--- config.mk ---
export PLATFORM = sky130hd
export DESIGN_NAME = time_counter
export DESIGN_NICKNAME = d
export VERILOG_FILES = /design/src/rtl/time_counter.sv
export SDC_FILE = /design/constraint.sdc
export NUM_CORES = 1
export LEC_CHECK = 0
export CORE_AREA = 2 2 99 82
export CTS_BUF_LIST = sky130_fd_sc_hd__clkbuf_4 sky130_fd_sc_hd__clkbuf_8
export DETAILED_ROUTE_END_ITERATION = 16
export DIE_AREA = 0 0 101 84
export PLACE_DENSITY = 0.82
export SETUP_SLACK_MARGIN = 0.3
export SLEW_MARGIN = 20
export SYNTH_ARGS = -nofsm -noshare
export SYNTH_HDL_FRONTEND = slang
export SYNTH_SLANG_ARGS = --single-unit
--- constraint.sdc ---
create_clock -name Clk -period 6.6 [get_ports Clk]
set_clock_uncertainty 0.2 [all_clocks]
set_input_delay 0.66 -clock Clk [delete_from_list [all_inputs] [get_ports Clk]]
set_output_delay 0.66 -clock Clk [all_outputs]
set_load 0.02 [all_outputs]
--- src/rtl/time_counter.sv ---
// Time-of-day counter: 1 s prescaler plus hh:mm:ss kept natively in packed BCD, with per-field adjust.
// Optional auto-repeat of held adjust bits when TIME_COUNTER_AUTO_REPEAT_EN is defined.
module time_counter #(
  parameter int TICK_DIV      = 50_000_000,
  parameter int REPEAT_DELAY  = 25_000_000,
  parameter int REPEAT_PERIOD = 5_000_000
) (
  input  logic        Clk,
  input  logic        Reset_n,
  input  logic [2:0]  cnt_inc,
  input  logic [2:0]  cnt_dec,
  input  logic        run,
  output logic [23:0] Data,
  output logic        full_flag,
  output logic        sec_tick
);

  localparam int PW = $clog2(TICK_DIV);

  // Field 0 = seconds, 1 = minutes, 2 = hours; each is two BCD digits.
  logic [2:0][7:0] field_q, field_d, field_adj, field_tick, field_max;
  logic [PW-1:0]   presc_q, presc_d;
  logic [2:0]      inc_prev_q, dec_prev_q;
  logic            armed_q, armed_d;
  logic            full_q, full_d;
  logic            tick_q, tick_d;
  logic            tick;
  logic [2:0]      inc_rep, dec_rep;
  logic [2:0]      inc_step, dec_step, inc_eff, dec_eff;
  logic            adjust;
  logic            sec_wrap, min_wrap, midnight;

  function automatic logic [7:0] bcd_inc(input logic [7:0] v, input logic [7:0] vmax);
    logic [7:0] r;
    if (v == vmax)          r = 8'h00;
    else if (v[3:0] == 4'd9) r = {v[7:4] + 4'd1, 4'd0};
    else                    r = {v[7:4], v[3:0] + 4'd1};
    return r;
  endfunction

  function automatic logic [7:0] bcd_dec(input logic [7:0] v, input logic [7:0] vmax);
    logic [7:0] r;
    if (v == 8'h00)          r = vmax;
    else if (v[3:0] == 4'd0) r = {v[7:4] - 4'd1, 4'd9};
    else                     r = {v[7:4], v[3:0] - 4'd1};
    return r;
  endfunction

  assign field_max = {8'h23, 8'h59, 8'h59};
  assign tick      = (presc_q == PW'(TICK_DIV - 1));

`ifdef TIME_COUNTER_AUTO_REPEAT_EN
  localparam int RW = $clog2(REPEAT_DELAY + REPEAT_PERIOD + 1);
  logic [RW-1:0] rep_q, rep_d;
  logic          rep_fire;

  // Any change of the adjust inputs (or all released) restarts the hold count.
  always_comb begin
    rep_d    = '0;
    rep_fire = 1'b0;
    if (({cnt_inc, cnt_dec} == {inc_prev_q, dec_prev_q}) && (|{cnt_inc, cnt_dec})) begin
      rep_d = rep_q + RW'(1);
      if (rep_d == RW'(REPEAT_DELAY + REPEAT_PERIOD)) begin
        rep_fire = 1'b1;
        rep_d    = RW'(REPEAT_DELAY);
      end else if (rep_d == RW'(REPEAT_DELAY)) begin
        rep_fire = 1'b1;
      end
    end
  end

  always_ff @(posedge Clk or negedge Reset_n) begin
    if (!Reset_n) rep_q <= '0;
    else          rep_q <= rep_d;
  end

  assign inc_rep = rep_fire ? cnt_inc : 3'b000;
  assign dec_rep = rep_fire ? cnt_dec : 3'b000;
`else
  logic unused_repeat;
  assign unused_repeat = ^{REPEAT_DELAY, REPEAT_PERIOD};
  assign inc_rep       = 3'b000;
  assign dec_rep       = 3'b000;
`endif

  // The first edge after reset only loads the previous-value registers, so a held bit cannot step.
  assign inc_step = armed_q ? ((cnt_inc & ~inc_prev_q) | inc_rep) : 3'b000;
  assign dec_step = armed_q ? ((cnt_dec & ~dec_prev_q) | dec_rep) : 3'b000;
  assign inc_eff  = inc_step & ~dec_step;
  assign dec_eff  = dec_step & ~inc_step;
  assign adjust   = |{inc_eff, dec_eff};

  generate
    for (genvar gi = 0; gi < 3; gi++) begin : g_field
      assign field_adj[gi] = inc_eff[gi] ? bcd_inc(field_q[gi], field_max[gi]) :
                             dec_eff[gi] ? bcd_dec(field_q[gi], field_max[gi]) :
                             field_q[gi];
    end
  endgenerate

  assign sec_wrap = (field_q[0] == 8'h59);
  assign min_wrap = (field_q[1] == 8'h59);
  assign midnight = (field_q == {8'h23, 8'h59, 8'h59});

  always_comb begin
    field_tick[0] = bcd_inc(field_q[0], field_max[0]);
    field_tick[1] = sec_wrap ? bcd_inc(field_q[1], field_max[1]) : field_q[1];
    field_tick[2] = (sec_wrap && min_wrap) ? bcd_inc(field_q[2], field_max[2]) : field_q[2];
  end

  always_comb begin
    presc_d = tick ? '0 : presc_q + PW'(1);
    armed_d = 1'b1;
    tick_d  = tick;
    field_d = field_q;
    full_d  = 1'b0;
    // Adjust steps take priority; a coinciding tick is dropped.
    if (adjust) begin
      field_d = field_adj;
    end else if (tick && run) begin
      field_d = field_tick;
      full_d  = midnight;
    end
  end

  always_ff @(posedge Clk or negedge Reset_n) begin
    if (!Reset_n) begin
      presc_q    <= '0;
      inc_prev_q <= 3'b000;
      dec_prev_q <= 3'b000;
      armed_q    <= 1'b0;
      field_q    <= '0;
      full_q     <= 1'b0;
      tick_q     <= 1'b0;
    end else begin
      presc_q    <= presc_d;
      inc_prev_q <= cnt_inc;
      dec_prev_q <= cnt_dec;
      armed_q    <= armed_d;
      field_q    <= field_d;
      full_q     <= full_d;
      tick_q     <= tick_d;
    end
  end

  assign Data      = field_q;
  assign full_flag = full_q;
  assign sec_tick  = tick_q;

endmodule
; Word level (Yosys, flattened, before mapping)
; Index checks and enable logic that the tools add are counted.
[totals]
register_bits = 59
latch_bits = 0
ramBits = 0
mem_bits_ro = 0
inputBits = 9
output_inout_bits = 26
elab_cells = 92
n_memories = 0
[op_classes]
n_addsub = 13
n_mul = 0
div = 0
magnitude_cmp = 0
n_eq_ne = 14
shift = 0
muxes = 27
n_bitwise = 8
reduce_logical = 18
[op_table]
columns = op, count
row1 = $mux 8, 20
row2 = $mux 24, 2
row3 = $add 26x1->26 const B, 1
row4 = $eq 26x26->1 const B, 1
row5 = $mux 26, 1
row6 = $add 4x1->4 const B, 6
row7 = $eq 24x22->1 const B, 1
row8 = $logic_not 8->1, 3
row9 = $sub 4x1->4 const B, 6
row10 = $eq 8x7->1 const B, 2
row11 = $and 3x3->3, 4
row12 = $eq 4x4->1 const B, 3
row13 = $logic_not 4->1, 3
row14 = $ne 4x2->1 const B, 3
row15 = $not 3->3, 4
row16 = $ne 3x3->1 const B, 3
row17 = $reduce_and 3->1, 3
row18 = $eq 8x6->1 const B, 1
row19 = $reduce_and 4->1, 2
row20 = $mux 3, 2
row21 = $reduce_bool 2->1, 3
row22 = $reduce_or 6->1, 1
row23 = $logic_and 1x1->1, 2
row24 = $mux 1, 2
row25 = $reduce_and 2->1, 1

; Depth between registers and ports, before layout
[depth]
depth_word = 8
ltp_mapped = 10
mapped_depth_nobuf = 9

; Worst setup path before layout
; OpenSTA, ideal clock, no wires.
[synth_path]
path_type = input to register
from = in cnt_inc[0]
to = reg field_q, in the netlist Data[17]
setup_time_ns = 0.133
arrival_time_ns = 2.749
t_required_ns = 6.267
slack_ns = 3.518
cell_stages = 9
path_buffers = 1
path_cell_list = nand2_1 > or2_2 > ha_1 > nor4_4 > nand3_1 > or4_1 > buf_2 > a222oi_1 > a21oi_1
[synth_between]
elab_chain_cells = 7
word_cells_on_any_way = 11
cone_classes = eq/ne: 1 / mux: 2 / bitwise: 4 / reduce/logical: 4
[synth_lines]
columns = item, line_no
row1 = start: declaration, 10  ; input logic [2:0] cnt_inc,
row2 = $and 3x3->3 *, 87  ; assign inc_step = armed_q ? ((cnt_inc & ~inc_prev_q) | inc_rep) : 3'b000;
row3 = $mux 3 *, 87
row4 = $not 3->3, 90  ; assign dec_eff = dec_step & ~inc_step;
row5 = $and 3x3->3, 90
row6 = $reduce_or 6->1 *, 91  ; assign adjust = |{inc_eff, dec_eff};
row7 = $ne 3x3->1 (no line) / $reduce_bool 2->1 (equally long branches), --
row8 = $reduce_and 3->1 (no line), --
row9 = end signal: assignment, 140  ; field_q <= field_d;
row10 = end: declaration, 21  ; logic [2:0][7:0] field_q, field_d, field_adj, field_tick, field_max;
; Mark *: on every way between the ends. The rest lies on a longest branch, timed or not.
; A chain may end at the register's enable or synchronous reset.

; Worst setup path in the final report
; Same ends and word-level chain as after synthesis.

==> flow_metrics.py <==
metrics = {
    "floorplan": {
        "die_w_microns": 101,
        "fp.dieH_microns": 84,
        "die_area_sq_um": 8480,
        "core_sq_um": 7620,
        "num_rows": 29,
        "io_pins": 35,
        "start_util_pct": 52.2,
    },
    "clocking": {
        "cts_inserted_buffers": 9,
        "clock_sinks": 59,
        "cts_setup_buffers": 0,
        "clock_path_buffers": 2,
        "cts-resized-gates": 0,
        "cts_max_level": 3,
        "clk_latency_ns": 0.34,
        "cts_tree": "built",
        "path_clk_slew_ns": 0.07,
        "cts_root_buf": "clkbuf_8",
        "hold_buffers": 0,
    },
    "worst_setup_path": {
        "start_kind": "input port",
        "ff2ff_setup_slack_ns": 3.36,
        "crit_arrival_ns": 3.61,
        "end_kind": "register",
        "critPathSlowestCell": "or4_1",
        "max_stage_delay_ns": 0.67,
        "required_ns": 6.59,
        "crit_fanout": 8,
        "path_cells": "clkdlybuf4s50_1 -> nand2_1 -> or2_2 -> ha_1 -> nor4_4 -> nand3_1 -> or4_1 -> a222oi_1 -> a21oi_1",
        "critPathKind": "input port to register",
    },
    "pwr": {
        "seq_power_share_pct": 35.4,
        "p_total_w": 0.00154,
        "leakage_nw": 1.92,
        "combPwrFrac_pct": 41.6,
        "switching_share_pct": 39.5,
        "p_sw_w": 0.000608,
        "intPower_w": 0.000930,
        "power_density_nw_per_um2": 336,
        "peakVddDrop_mv": 0.152,
        "p_clk_share_pct": 23.0,
    },
    "timing": {
        "tightest_slew_ns": 1.04,
        "rsz0062_at_grt": "no",
        "totalNegativeSetupSlack_ns": 0,
        "fmax_mhz": 276,
        "hold_viol_final": 0,
        "finalMaxSlewViolations": 0,
        "maxSlewHeadroom_pct": 28.6,
        "finalCritPeriodShare_pct": 54.9,
        "setup_viol": 0,
        "layout_min_cycle_time_ns": 3.63,
    },
    "routing": {
        "finalWirelength_mm": 9.18,
        "avgViaCountPerCell": 6.26,
        "via_count": 3581,
        "drc": 0,
        "drt_iter0_markers": 233,
        "drt-pass1-iter-count": 5,
        "ant_nets": 0,
        "wire_per_inst_microns": 16.0,
    },
    "yosys": {
        "ys_seq_area_share_pct": 37.1,
        "yosys_warnings": 0,
        "synth_ff_type": "dfrtp_1",
        "synthAdderAreaFrac_pct": 8.50,
        "synth_compound_area_share_pct": 17.5,
        "synth_xor_area_share_pct": 5.51,
        "avgSynthCellArea_sq_um": 8.89,
        "ys_ff_latch": 59,
        "synth_top_family_by_area": "simple AND/OR/NAND/NOR gates",
        "syn_inst": 447,
        "synth_simple_gate_area_share_pct": 24.8,
        "synth_enable_flop_cells": 0,
        "ys_types": 61,
        "synth_async_sr_flop_share_pct": 100,
        "syn_nets": 483,
        "muxShareOfSynthArea_pct": 1.89,
        "synth_area_sq_um": 3980,
    },
    "global_routing": {
        "overflow": 0,
        "grt_usage_pct": 22.3,
        "grt_max_degree": 60,
        "antenna_found_initial": 0,
        "grt_pass1_vias": 3295,
        "grt_pass1_wl_mm": 15.3,
    },
    "cells_and_area": {
        "num_antenna_cells": 0,
        "fillers": 654,
        "fin_nets": 513,
        "area_growth_pct": 15.2,
        "drive_gt1_share_pct": 6.26,
    },
    "hold_path": {
        "min_path_type": "input port to asynchronous set/reset pin",
    },
    "placed_design": {
        "io_buffer_count": 34,
        "dp_hpwl_mm": 6.56,
        "routabilityCongestion": 0.886,
    },
    "flow_run": {
        "maxCapViolations": 0,
    },
    "status": {
        "outcome": "finished, final reports clean",
    },
}
cell families (layout without fill, tap and decap cells):
| kind of cell | after synthesis | after routing |
|---|---|---|
| other | 1 | 1 |
| and+or+nand+nor | 183 | 183 |
| muxes | 7 | 7 |
| DFF | 59 | 59 |
| buffers and inverters | 47 | 79 |
| xor gates and xnor gates | 25 | 25 |
| AOI/OAI and AO/OA | 98 | 98 |
| adders and majority gates | 27 | 27 |
state kept, by name, indices dropped and copies added (netlist names):
name,cells
inc_prev_q,3
sec_tick,1
full_flag,1
armed_q,1
dec_prev_q,3
Data,24
presc_q,26
synth_stat cells, drive strengths merged, types with 6 or more instances:
master	count	area share, %
inv	30	2.8
nor4	10	2.1
and3b	8	1.8
nand3	24	3.0
nand2	39	3.7
nand4	10	1.6
xnor2	20	4.4
nor2	36	3.4
ha	27	8.5
o211ai	6	1.1
a21oi	14	1.8
nor3	20	2.5
a2bb2oi	7	1.5
a31oi	7	1.1
clkbuf	12	1.1
dfrtp	59	37
o21ai	18	2.4
power by group through the flow:
stage                     sequential (W)  combinational, W  clock, W
final                           0.000544          0.000640  0.000354
after global routing            0.000558          0.000704  0.000376
after CTS                       0.000541          0.000635  0.000360
after detailed placement        0.000547          0.000630         0
after global placement          0.000539          0.000614         0
after floorplan                 0.000583          0.000363         0
path summary, 6_finish.rpt:
path                            startpoint    endpoint  depth (start not counted)
min in group Clk                presc_q[6]  presc_q[6]                          1
worst min-delay path               Reset_n     Data[5]                          2
worst max register to register     armed_q    Data[17]                          8
worst max-delay path            cnt_inc[0]    Data[17]                          9
worst min register to register  presc_q[6]  presc_q[6]                          1
max in group asynchronous          Reset_n  presc_q[5]                          2
worst max-delay path: cells and delay by family:
family	cells	cell delay, ns
adder cells (fa/ha/maj)	1	0.25
buffers and inverters	1	0.49
AND/OR/NAND/NOR	5	1.67
AO/OA/AOI/OAI	2	0.52
layout by cell type, fill, tap and decap left out, drive strengths merged, types with 14 or more instances in the layout:
cell type / instances
a21oi: 14
clkdlybuf4s50: 33
dfrtp: 59
ha: 27
inv: 30
nand2: 39
nand3: 24
nor2: 36
nor3: 20
o21ai: 18
xnor2: 20
cell type report:
class	count	area (sq um)	area share [%]
repair buffers	36	350	7.65
well taps	93	116	2.54
clock inverters	3	65.1	1.42
inverters	30	113	2.46
multi-input cells	341	2320	50.7
clock buffers	10	138	3.01
flip-flops and latches	59	1480	32.2
per-stage QoR:
stage | instances | worst slack [ns] | util [%] | cell area, sq um | hold slack (ns)
3_3_place_gp | 559 | 2.55 | 57.4 | 4370 | 0.272
3_5_place_dp | 559 | 2.53 | 57.4 | 4370 | 0.281
6_report | 572 | 2.97 | 60.1 | 4580 | 0.265
4_1_cts | 572 | 2.87 | 60.0 | 4570 | 0.298
2_1_floorplan | 447 | 3.52 | - | 3980 | 0.164
5_1_grt | 572 | 2.80 | 60.1 | 4580 | 0.320
metal layers:
layer,GRT usage (%),up-vias,share of wire [%]
met1,30.9,1755,45
li1,-,1682,-
met4,7.25,0,1.6
met2,34.5,128,47
met5,0,-,0
met3,5.36,16,5.9
No activity file was read; power rests on OpenSTA's default activity.
